`config.mk`:
```
export PLATFORM = sky130hd
export DESIGN_NAME = axil_reg_slave
export DESIGN_NICKNAME = d
export VERILOG_FILES = /design/src/rtl/axil_reg_slave.sv
export SDC_FILE = /design/constraint.sdc
export NUM_CORES = 1
export LEC_CHECK = 0
export BUFFER_PORTS_ARGS = -buffer_cell sky130_fd_sc_hd__buf_2
export CAP_MARGIN = 25
export CORE_AREA = 2 2 243 245
export DETAILED_ROUTE_END_ITERATION = 10
export DIE_AREA = 0 0 245 247
export PLACE_DENSITY = 0.69
export SLEW_MARGIN = 20
export SYNTH_ARGS = -nofsm -noshare
export SYNTH_HDL_FRONTEND = slang
export SYNTH_SLANG_ARGS = --single-unit
```
`constraint.sdc`:
```
create_clock -name clk -period 2.54 [get_ports clk]
set_input_delay 0.254 -clock clk [delete_from_list [all_inputs] [get_ports clk]]
set_output_delay 0.254 -clock clk [all_outputs]
set_load 0.005 [all_outputs]
```
`src/rtl/axil_reg_slave.sv`:
```
// AXI4-Lite register file: independent AW/W holding registers, one write outstanding, 1-cycle reads.
// Define AXIL_REG_SLAVE_DECERR_EN to answer out-of-range accesses with DECERR instead of OKAY.
module axil_reg_slave #(
   parameter int DATA_WIDTH = 32,
   parameter int ADDR_WIDTH = 8,
   parameter int STRB_WIDTH = DATA_WIDTH/8,
   parameter int REG_COUNT  = 16
) (
   input  logic                             clk,
   input  logic                             rst,
   input  logic [ADDR_WIDTH-1:0]            s_axil_awaddr,
   input  logic [2:0]                       s_axil_awprot,
   input  logic                             s_axil_awvalid,
   output logic                             s_axil_awready,
   input  logic [DATA_WIDTH-1:0]            s_axil_wdata,
   input  logic [STRB_WIDTH-1:0]            s_axil_wstrb,
   input  logic                             s_axil_wvalid,
   output logic                             s_axil_wready,
   output logic [1:0]                       s_axil_bresp,
   output logic                             s_axil_bvalid,
   input  logic                             s_axil_bready,
   input  logic [ADDR_WIDTH-1:0]            s_axil_araddr,
   input  logic [2:0]                       s_axil_arprot,
   input  logic                             s_axil_arvalid,
   output logic                             s_axil_arready,
   output logic [DATA_WIDTH-1:0]            s_axil_rdata,
   output logic [1:0]                       s_axil_rresp,
   output logic                             s_axil_rvalid,
   input  logic                             s_axil_rready,
   output logic [REG_COUNT*DATA_WIDTH-1:0]  reg_out
);
   localparam int LSB   = $clog2(STRB_WIDTH);
   localparam int IDX_W = ADDR_WIDTH - LSB;
   localparam logic [1:0] RESP_OKAY = 2'b00;
`ifdef AXIL_REG_SLAVE_DECERR_EN
   localparam logic [1:0] RESP_OOR = 2'b11;
`else
   localparam logic [1:0] RESP_OOR = 2'b00;
`endif

   logic                  aw_full_q, aw_full_d, awready_q, awready_d;
   logic [IDX_W-1:0]      aw_idx_q, aw_idx_d;
   logic                  w_full_q, w_full_d, wready_q, wready_d;
   logic [DATA_WIDTH-1:0] w_data_q, w_data_d;
   logic [STRB_WIDTH-1:0] w_strb_q, w_strb_d;
   logic                  bvalid_q, bvalid_d;
   logic [1:0]            bresp_q, bresp_d;
   logic                  arready_q, arready_d, rvalid_q, rvalid_d;
   logic [DATA_WIDTH-1:0] rdata_q, rdata_d;
   logic [1:0]            rresp_q, rresp_d;
   logic [DATA_WIDTH-1:0] regs_q [REG_COUNT];

   logic                  aw_hs, w_hs, ar_hs, commit, aw_in_range, ar_in_range;
   logic [IDX_W-1:0]      ar_idx;
   logic [DATA_WIDTH-1:0] rd_word;
   logic                  unused_ok;

   // Protection bits and sub-word address bits carry no meaning for this register file.
   assign unused_ok = ^{s_axil_awprot, s_axil_arprot, s_axil_awaddr[LSB-1:0], s_axil_araddr[LSB-1:0]};

   assign aw_hs       = s_axil_awvalid && awready_q;
   assign w_hs        = s_axil_wvalid && wready_q;
   assign ar_hs       = s_axil_arvalid && arready_q;
   assign commit      = aw_full_q && w_full_q && (!bvalid_q || s_axil_bready);
   assign ar_idx      = s_axil_araddr[ADDR_WIDTH-1:LSB];
   assign aw_in_range = 32'(aw_idx_q) < REG_COUNT;
   assign ar_in_range = 32'(ar_idx) < REG_COUNT;

   always_comb begin
      rd_word = '0;
      for (int i = 0; i < REG_COUNT; i++)
         if (32'(ar_idx) == i) rd_word = regs_q[i];
   end

   always_comb begin
      aw_full_d = aw_full_q;
      aw_idx_d  = aw_idx_q;
      w_full_d  = w_full_q;
      w_data_d  = w_data_q;
      w_strb_d  = w_strb_q;
      bvalid_d  = bvalid_q;
      bresp_d   = bresp_q;
      rvalid_d  = rvalid_q;
      rdata_d   = rdata_q;
      rresp_d   = rresp_q;
      if (aw_hs) begin
         aw_full_d = 1'b1;
         aw_idx_d  = s_axil_awaddr[ADDR_WIDTH-1:LSB];
      end
      if (w_hs) begin
         w_full_d = 1'b1;
         w_data_d = s_axil_wdata;
         w_strb_d = s_axil_wstrb;
      end
      // A B handshake and a new commit on the same edge keep bvalid high with the new response.
      if (commit) begin
         aw_full_d = 1'b0;
         w_full_d  = 1'b0;
         bvalid_d  = 1'b1;
         bresp_d   = aw_in_range ? RESP_OKAY : RESP_OOR;
      end else if (s_axil_bready) begin
         bvalid_d  = 1'b0;
      end
      if (ar_hs) begin
         rvalid_d = 1'b1;
         rdata_d  = ar_in_range ? rd_word : '0;
         rresp_d  = ar_in_range ? RESP_OKAY : RESP_OOR;
      end else if (s_axil_rready) begin
         rvalid_d = 1'b0;
      end
      awready_d = !aw_full_d;
      wready_d  = !w_full_d;
      arready_d = !rvalid_d;
   end

   always_ff @(posedge clk) begin
      if (rst) begin
         aw_full_q <= 1'b0;
         aw_idx_q  <= '0;
         awready_q <= 1'b0;
         w_full_q  <= 1'b0;
         w_data_q  <= '0;
         w_strb_q  <= '0;
         wready_q  <= 1'b0;
         bvalid_q  <= 1'b0;
         bresp_q   <= '0;
         arready_q <= 1'b0;
         rvalid_q  <= 1'b0;
         rdata_q   <= '0;
         rresp_q   <= '0;
      end else begin
         aw_full_q <= aw_full_d;
         aw_idx_q  <= aw_idx_d;
         awready_q <= awready_d;
         w_full_q  <= w_full_d;
         w_data_q  <= w_data_d;
         w_strb_q  <= w_strb_d;
         wready_q  <= wready_d;
         bvalid_q  <= bvalid_d;
         bresp_q   <= bresp_d;
         arready_q <= arready_d;
         rvalid_q  <= rvalid_d;
         rdata_q   <= rdata_d;
         rresp_q   <= rresp_d;
      end
   end

   // Register file: out-of-range commits match no index and are dropped.
   always_ff @(posedge clk) begin
      if (rst) begin
         for (int i = 0; i < REG_COUNT; i++) regs_q[i] <= '0;
      end else begin
         for (int i = 0; i < REG_COUNT; i++)
            if (commit && 32'(aw_idx_q) == i)
               for (int k = 0; k < STRB_WIDTH; k++)
                  if (w_strb_q[k]) regs_q[i][k*8 +: 8] <= w_data_q[k*8 +: 8];
      end
   end

   for (genvar g = 0; g < REG_COUNT; g++) begin : g_out
      assign reg_out[g*DATA_WIDTH +: DATA_WIDTH] = regs_q[g];
   end

   assign s_axil_awready = awready_q;
   assign s_axil_wready  = wready_q;
   assign s_axil_bvalid  = bvalid_q;
   assign s_axil_bresp   = bresp_q;
   assign s_axil_arready = arready_q;
   assign s_axil_rvalid  = rvalid_q;
   assign s_axil_rdata   = rdata_q;
   assign s_axil_rresp   = rresp_q;

endmodule

```
**After elaboration in Yosys (flattened, before gate mapping)**

Memory sizes are Yosys's and may differ from the RTL's.
Cells that the tools add are included.

- Register bits after elaboration: 81
- Memories: 1
- Memory bits (writable): 512
- Input bits: 65
- Logic and storage cells: 423
- Output and inout port bits: 553

Memories:

| name | words | width | read ports | clocked after memory_dff | wr ports | RTL line | RTL |
|---|---|---|---|---|---|---|---|
| regs_q | 16 | 32 | 16 | 0 | 16 | 51 | `logic [DATA_WIDTH-1:0] regs_q [REG_COUNT];` |

- Multiplexer cells: 287
- Order comparisons: 1
- Reductions and logical operators: 29
- Bitwise operators: 64
- Equal/unequal tests: 30

Operators with widths:

| kind | number |
|---|---|
| two-way mux 32 bit | 17 |
| two-way mux 8 bit | 64 |
| two-way mux 1 bit | 206 |
| equality test 6 x 4 -> 1 bit, second input constant | 16 |
| bitwise OR 1 bit | 64 |
| equality test 6 x 3 -> 1 bit, second input constant | 8 |
| equality test 6 x 2 -> 1 bit, second input constant | 4 |
| logical AND 1 bit | 21 |
| equality test 6 x 1 -> 1 bit, second input constant | 2 |
| logical NOT 6 bit | 2 |
| < comparator 6 x 5 -> 1 bit, second input constant | 1 |
| logical NOT 1 bit | 4 |
| nonzero test 2 bit | 1 |
| logical OR 1 bit | 1 |

**Logic depth before layout (Yosys ltp)**

Gate-level depths: netlist (run 1).

- Depth after elaboration: 18
- Mapped depth: 9
- Gate-level depth less buffers: 5

**Least setup slack after synthesis (run 1)**

Ideal clock, no wire load.

- Path kind: reg-to-reg
- Start: register aw_full_q
- End: memory regs_q[0][0], enable pin
- Arrival: 1.649 ns
- Buffers on the path: 0
- Setup slack: 0.562 ns
- Stages on the path, launching flop included: 6
- Required time: 2.211 ns
- Library setup time: 0.329 ns
- Period minus slack after synthesis: 1.978 ns
- Cell sequence: dfxtp_1 -> nor3b_1 -> nand4_1 -> nor3_1 -> nand2_1 -> nand2_1

RTL lines:

| what | RTL line | RTL |
|---|---|---|
| start, declared | 41 | `logic aw_full_q, aw_full_d, awready_q, awready_d;` |
| start signal, assigned | 132 | `aw_full_q <= aw_full_d;` |
| end, declared | 51 |  |

==> results of run 1 <==
routing by layer:
| layer | track usage, % | part of all wire, % | up-vias |
|---|---|---|---|
| li1 | - | - | 9255 |
| met1 | 49.9 | 38 | 11000 |
| met2 | 53.7 | 44 | 1822 |
| met3 | 10.8 | 14 | 249 |
| met4 | 14.6 | 4.8 | 2 |
| met5 | 0 | 0.011 | - |
synth_stat cells (13+ instances only):
library cell  number  area (sq um)
a21o_1            27           203
a21oi_1           93           465
a221oi_1          22           193
a22oi_1           19           143
a31oi_1           15          93.8
a32o_1            16           160
and2_1            13          81.3
buf_1             14          52.6
buf_2             44           220
buf_4             14           105
clkbuf_1          87           327
dfxtp_1           81          1620
edfxtp_1         512         15400
inv_1             44           165
mux2_2            27           304
mux2i_1           49           490
mux4_2            23           518
nand2_1          285          1070
nand3_1           19          95.1
nand4_1           14          87.6
nor2_1           395          1480
nor2b_1           13          81.3
nor3_1            35           175
o21ai_0           79           395
o221ai_1          15           131
o22ai_1           30           188
layout make-up:
class                   instances  share of cell area (%)
diodes                          2                  0.0153
clock buffers                  90                    5.25
clock inverters                22                   0.785
inverters                      45                   0.517
multi-input cells            1338                    23.4
flip-flops and latches        593                    52.0
well taps                     773                    2.96
repair buffers                814                    15.0
per-stage QoR:
| stage | hold slack, ps | util, % |
|---|---|---|
| 2_1_floorplan | 390 | - |
| 5_1_grt | 21.9 | 56.1 |
| 6_report | 20.1 | 56.1 |
| 3_5_place_dp | 448 | 51.9 |
| 3_3_place_gp | 443 | 51.9 |
| 4_1_cts | 3.15 | 56.1 |
logic make-up after synthesis:
kind of cell	after synthesis	synth area share, %
simple gates	819	13.5
flops	593	66.6
compound gates	416	11.1
buf+inv	208	3.60
mux	99	5.14
other cells	1	0.0147
power by group:
| part | total (mW) | switching, mW | leakage [nW] | internal (mW) |
|---|---|---|---|---|
| Combinational | 1.86 | 1.19 | 6.42 | 0.674 |
| Clock | 9.03 | 3.87 | 0.954 | 5.16 |
| Sequential | 11.3 | 0.362 | 5.94 | 10.9 |
state kept, by name, indices dropped and copies added (netlist names):
register and cells:
w_data_q 32, w_strb_q 4, aw_idx_q 6, regs_q 512, s_axil_wready 1, w_full_q 1, s_axil_rdata 32, s_axil_arready 1
s_axil_awready 1, aw_full_q 1, s_axil_rvalid 1, s_axil_bvalid 1
how the worst max path moves through the flow:
| stage | start | end | slack (ps) | cells past startpoint |
|---|---|---|---|---|
| global placement | s_axil_araddr[5] | s_axil_rdata[5]$_SDFFE_PP0P_ | 160 | 6 |
| detailed placement | s_axil_araddr[5] | s_axil_rdata[5]$_SDFFE_PP0P_ | 100 | 6 |
| finish | regs_q[0][21]$_SDFFCE_PN0P_ | s_axil_rdata[21]$_SDFFE_PP0P_ | 260 | 5 |
| floorplan | aw_full_q$_SDFF_PP0_ | regs_q[0][0]$_SDFFCE_PN0P_ | 560 | 5 |
| global route | aw_full_q$_SDFF_PP0_ | regs_q[1][14]$_SDFFCE_PN0P_ | 140 | 6 |
| CTS | aw_full_q$_SDFF_PP0_ | regs_q[0][18]$_SDFFCE_PN0P_ | 140 | 6 |
cell usage in the layout (no fill, tap or decap), drive strengths merged, types with 10 or more instances in the layout:
cell type      n
a221oi        22
mux2i         49
nand2        285
a21o          27
nor2         399
o22ai         30
a22oi         19
dlygate4sd3   45
edfxtp       512
a32o          16
a211oi        10
and2          14
nand4         14
a31oi         15
nor3          35
nand3         19
nor2b         13
and3          12
o31ai         10
a21oi         93
o21ai         80
mux2          27
clkinv        12
buf          769
dfxtp         81
inv           46
clkbuf        90
a2bb2oi       11
o221ai        15
mux4          23
critical path: stages (launching register included):
cell	delay, ps
edfxtp_1	430
mux4_2	510
a32o_1	230
a221oi_1	320
nand4_1	320
a32o_1	340
repair_timing:
action                                  CTS  global route
endpoints found under the setup margin    0            32
endpoints found under the hold margin    44             0
hold buffers                             45             0
gates resized for setup                   0             2
==> results.md, run 1 <==
* Hold path start: s_axil_awvalid
* Reg2reg setup slack at 260 ps
* Crit Path Max Fanout at 2
* Number of global-route vias before repair at 20,600
* RR Endpoint: s_axil_rdata[21]$_SDFFE_PP0P_
* Final setup viols at 0
* Largest net degree at the start of global routing at 69
* Seq. cell area at around 17,000 sq um
* Slew Limit Headroom at 40.2%
* Via density at 6.08
* Final Max Slew Viols at 0
* Layout Cells excl Fill at approximately 3,700
* P per Cell Area at between 600 and 700 nW/um^2
* Top FF cell, synth: edfxtp_1
* Fill cells at 4,940
* WHS Path Cells at 3
* Routed Antenna Nets at 0
* Max-cap viol count at 0
* Min-delay worst type: input pin to flop
* Remaining DRCs at 0
* Area grow syn2layout at 28.0%
* Vias at 22,300
* Leak at roughly 13 nW
* Reg-to-Reg Start: regs_q[0][21]$_SDFFCE_PN0P_
* Async SR Flop Fraction at 0%
* First-pass GRT wire length at 155 mm
* CP Launch Type: flop
* Multi-input logic area at around 7600 sq um
* Cells after DPL at between 3,000 and 4,000
* Drt pass-1 iters at 6
* Post-DP HPWL at approximately 86 mm
* Hold endpoint: aw_idx_q[0]$_SDFFE_PP0P_
* Cell area after layout at 32,700 sq um
* Worst slew pin tran at 896 ps
* CP endpoint kind: flop
* Synthesized instance count at 2,136
* Peak supply drop at around 640 uV
* Final worst-path setup slack at about 260 ps
* Routed WL at 114 mm
* IO Pins at just over 600
* Flops & latches, synth at 593
* Hold Vio Cnt, Final at 0
* Syn_area_per_cell at around 12 sq um
* Placed cell area at approximately 30,000 sq um
* Die Width at around 250 um
* EDFF count, synth at 512
* Setup Skew at ~22 ps
* Remaining Overflow, GRT at 0
* Vert. Die Dim at 247 um
* CTS Buffer Depth at 3
* Buffers on Ports at roughly 600
* Fmax at ~440 MHz
* CTS buffer count at 60
* Total power at 22.2 mW
* Critical Path AT at roughly 2800 ps
* Routed WL per cell at 30.9 um
* Initial core utilization at a little over two fifths
* Layout net count at around 2,900
* Synth cell types at 70
* GRT Overall Usage at about 36%
* Root Driver: clkbuf_16
* Core Region at ~58,000 sq um
* H-Tree Depth at 2
* CTS tree: yes
* RSZ-0062 raised after global routing: false
* Yosys Warn Count at 0
* Share of post-route cells with drive strength above 1 at approximately a third
* Synthesized area at roughly 26,000 sq um
* Type of the worst setup path: flop to flop
* Clock sinks at 593
* Post-CTS setup buffers at 0
* Status: finished, final reports clean
* Worst-Skew Late Latency at approximately 640 ps
* Seq/Total Area, Yosys at approximately two thirds
* Setup WS pre-CTS at between 90 and 100 ps
* Period utilisation layout at 89.7%
* Initial antenna violation count at 2
* Crit path required time at slightly above 3000 ps
* Iter 0 DRT Violations at ~3,200
* Reg2reg path depth at 5
* Post-layout min period at 2280 ps
* Row count at ~90
* Worst-path clk slew at ~60 ps
* Die ar. at just over 60,000 sq um
* Final Wtd Congestion at a little under 1
* TNS Setup at 0 ps
No activity file was read; power rests on OpenSTA's default activity.
==> run 2: changes to the inputs <==
RECOVER_POWER = 25   (was default)
==> run 2 against run 1 <==
Register-to-register slack barely moved. Critical path depth rose by 1. Hold slack improved by 11 ps. Final cell count barely moved. Non-clock buffer count did not move. Flip-flop and latch count did not move. Clock power barely moved. Die area did not move. Maximum frequency barely moved. Total power fell by 0.19%. First-iteration DRC count fell by 0.62%. Count of clock-buffer cells in the layout did not move. Largest cell class unchanged.
==> results.md, run 2 (synthesis results as in run 1) <==
* Die ar. at 60,500 sq um (unchanged)
* Number of global-route vias before repair at 20,600 (unchanged)
* Period utilisation layout at 89.7% (about the same)
* Routed Antenna Nets at 0 (unchanged)
* CP endpoint kind: flop
* Crit path required time at 2820 ps (-230 ps)
* Type of the worst setup path: flop to flop
* Setup Skew at 21.2 ps (-0.607 ps)
* Via density at 6.11 (+0.47%)
* CTS Buffer Depth at 3 (unchanged)
* Final Max Slew Viols at 0 (unchanged)
* Placed cell area at 30,200 sq um (unchanged)
* Routed WL at 114 mm (+0.23%)
* Family with the most delay on the worst path: simple AND/OR/NAND/NOR gates
* Final worst-path setup slack at 262 ps (+1.16 ps)
* GRT Overall Usage at 36.2% (unchanged)
* Slowest stage delay, CP at 430 ps (-80 ps)
* Cell area after layout at 32,400 sq um (-0.80%)
* Layout net count at 2,917 (unchanged)
* Most frequent cells in the layout: edfxtp_1, buf_2, nor2_1
* Ant diodes at 0 (-2)
* Status: finished, final reports clean
* First-pass GRT wire length at 155 mm (unchanged)
* CP Launch Type: flop
* Peak supply drop at 637 uV (-0.16%)
* IO Pins at 618 (unchanged)
* TNS Setup at 0 ps (unchanged)
* CTS tree: yes
* Hold Vio Cnt, Final at 0 (unchanged)
* H-Tree Depth at 2 (unchanged)
* Min-delay worst type: input pin to flop
* Vert. Die Dim at 247 um (unchanged)
* Slew Limit Headroom at 22.3% (-18 points)
* Share of post-route cells with drive strength above 1 at 26.2% (-5.8 points)
* Critical Path AT at 2560 ps (-230 ps)
* Fmax at 439 MHz (about the same)
* Initial core utilization at 43.8% (unchanged)
* Final Wtd Congestion at 0.984 (unchanged)
* Worst slew pin tran at 1170 ps (+270 ps)
* Setup WS pre-CTS at 99.8 ps (unchanged)
* Iter 0 DRT Violations at 3,200 (-0.62%)
* Post-DP HPWL at 86.2 mm (unchanged)
* Worst-Skew Late Latency at 640 ps (about the same)
* Worst-path cell chain: nor3b_2 > and3_1 > nand3_1 > nor3_1 > buf_4 > a21o_1
* Row count at 89 (unchanged)
* Die Width at 245 um (unchanged)
* Root Driver: clkbuf_16
* Leak at 12.7 nW (-4.4%)
* Area grow syn2layout at 27.0%
* Max-cap viol count at 0 (unchanged)
* Slowest cell on crit path: a21o_1
* CTS buffer count at 60 (unchanged)
* Most flops, register: regs_q
* Post-layout min period at 2280 ps (-1.16 ps)
* Commonest non-fill, non-tap cell in the layout: edfxtp_1
* Vias at 22,400 (+0.42%)
* Largest net degree at the start of global routing at 69 (unchanged)
* Buffers on Ports at 603 (unchanged)
* Worst-path clk slew at 60 ps (about the same)
* Remaining DRCs at 0 (unchanged)
* Initial antenna violation count at 2 (unchanged)
* Clock sinks at 593 (unchanged)
* P per Cell Area at 684 nW/um^2 (+0.62%)
* RSZ-0062 raised after global routing: false
* Routed WL per cell at 31.0 um (+0.29%)
* Remaining Overflow, GRT at 0 (unchanged)
* Final setup viols at 0 (unchanged)
* CP Buf/Inv Count at 1 (+1)
* Drt pass-1 iters at 6 (unchanged)
* Crit Path Max Fanout at 8 (+6)
* Core Region at 58,200 sq um (unchanged)
* Max FFs per register at 512 (unchanged)
-- run 2: cell count changes in the layout (fill, tap and decap cells not counted), moves of 2 or more --
cell and delta:
buf_4 -19, clkbuf_1 +167, diode_2 -2, buf_2 -152, clkbuf_2 +3
-- run 2: repair_timing --
item,in CTS,in global routing
setup endpoints to repair,0,32
endpoints found under the hold margin,44,0
hold buffers,45,0
gates resized for setup,0,2
setup buffers,0,0
-- run 2: path summary, 6_finish.rpt --
kind,from,to,slack (ps),depth (start not counted)
setup reg to reg,aw_full_q$_SDFF_PP0_,regs_q[1][135]$_DFFE_PP_,260,6
setup / recovery,aw_full_q$_SDFF_PP0_,regs_q[1][135]$_DFFE_PP_,260,6
hold reg to reg,w_data_q[23]$_SDFFE_PP0P_,w_data_q[23]$_SDFFE_PP0P_,460,2
hold / removal,s_axil_awvalid,aw_idx_q[0]$_SDFFE_PP0P_,30,3
-- run 2: tightest hold or removal path: stages --
cell	delay, ps
buf_2	140
nand3_1	130
a21oi_1	80
-- run 2: layout make-up --
class	instances	area, sq um
multi-input combinational	1338	7640
clock inverter	22	256
timing repair buffer	814	4660
inverter	45	169
sequential	593	17000
fill	5048	25800
tap	773	967
clock buffer	90	1710
-- run 2: report_power, final --
part           leakage, nW  internal (mW)  switching [mW]
Sequential            5.94           10.9           0.366
Clock                0.954           5.16            3.86
Combinational         5.84          0.644            1.19
-- run 2: stage by stage --
stage / util (%) / hold WS, ps / total power, mW / std cells
global route: 55.6 / 21.9 / 22.6 / 3675
finish: 55.6 / 30.8 / 22.2 / 3675
detailed placement: 51.9 / 448 / 13.3 / 3518
CTS: 56.1 / 3.15 / 22.1 / 3675
global placement: 51.9 / 443 / 13.2 / 3518
floorplan: - / 390 / 12.1 / 2139
-- run 2: metal layers --
| layer | wire length [um] | global-route usage, % | up-vias |
|---|---|---|---|
| met5 | 13 | 0 | - |
| met4 | 5740 | 14.6 | 2 |
| met3 | 15500 | 10.8 | 267 |
| met2 | 49400 | 53.7 | 1870 |
| met1 | 43200 | 49.9 | 11000 |
| li1 | - | - | 9253 |
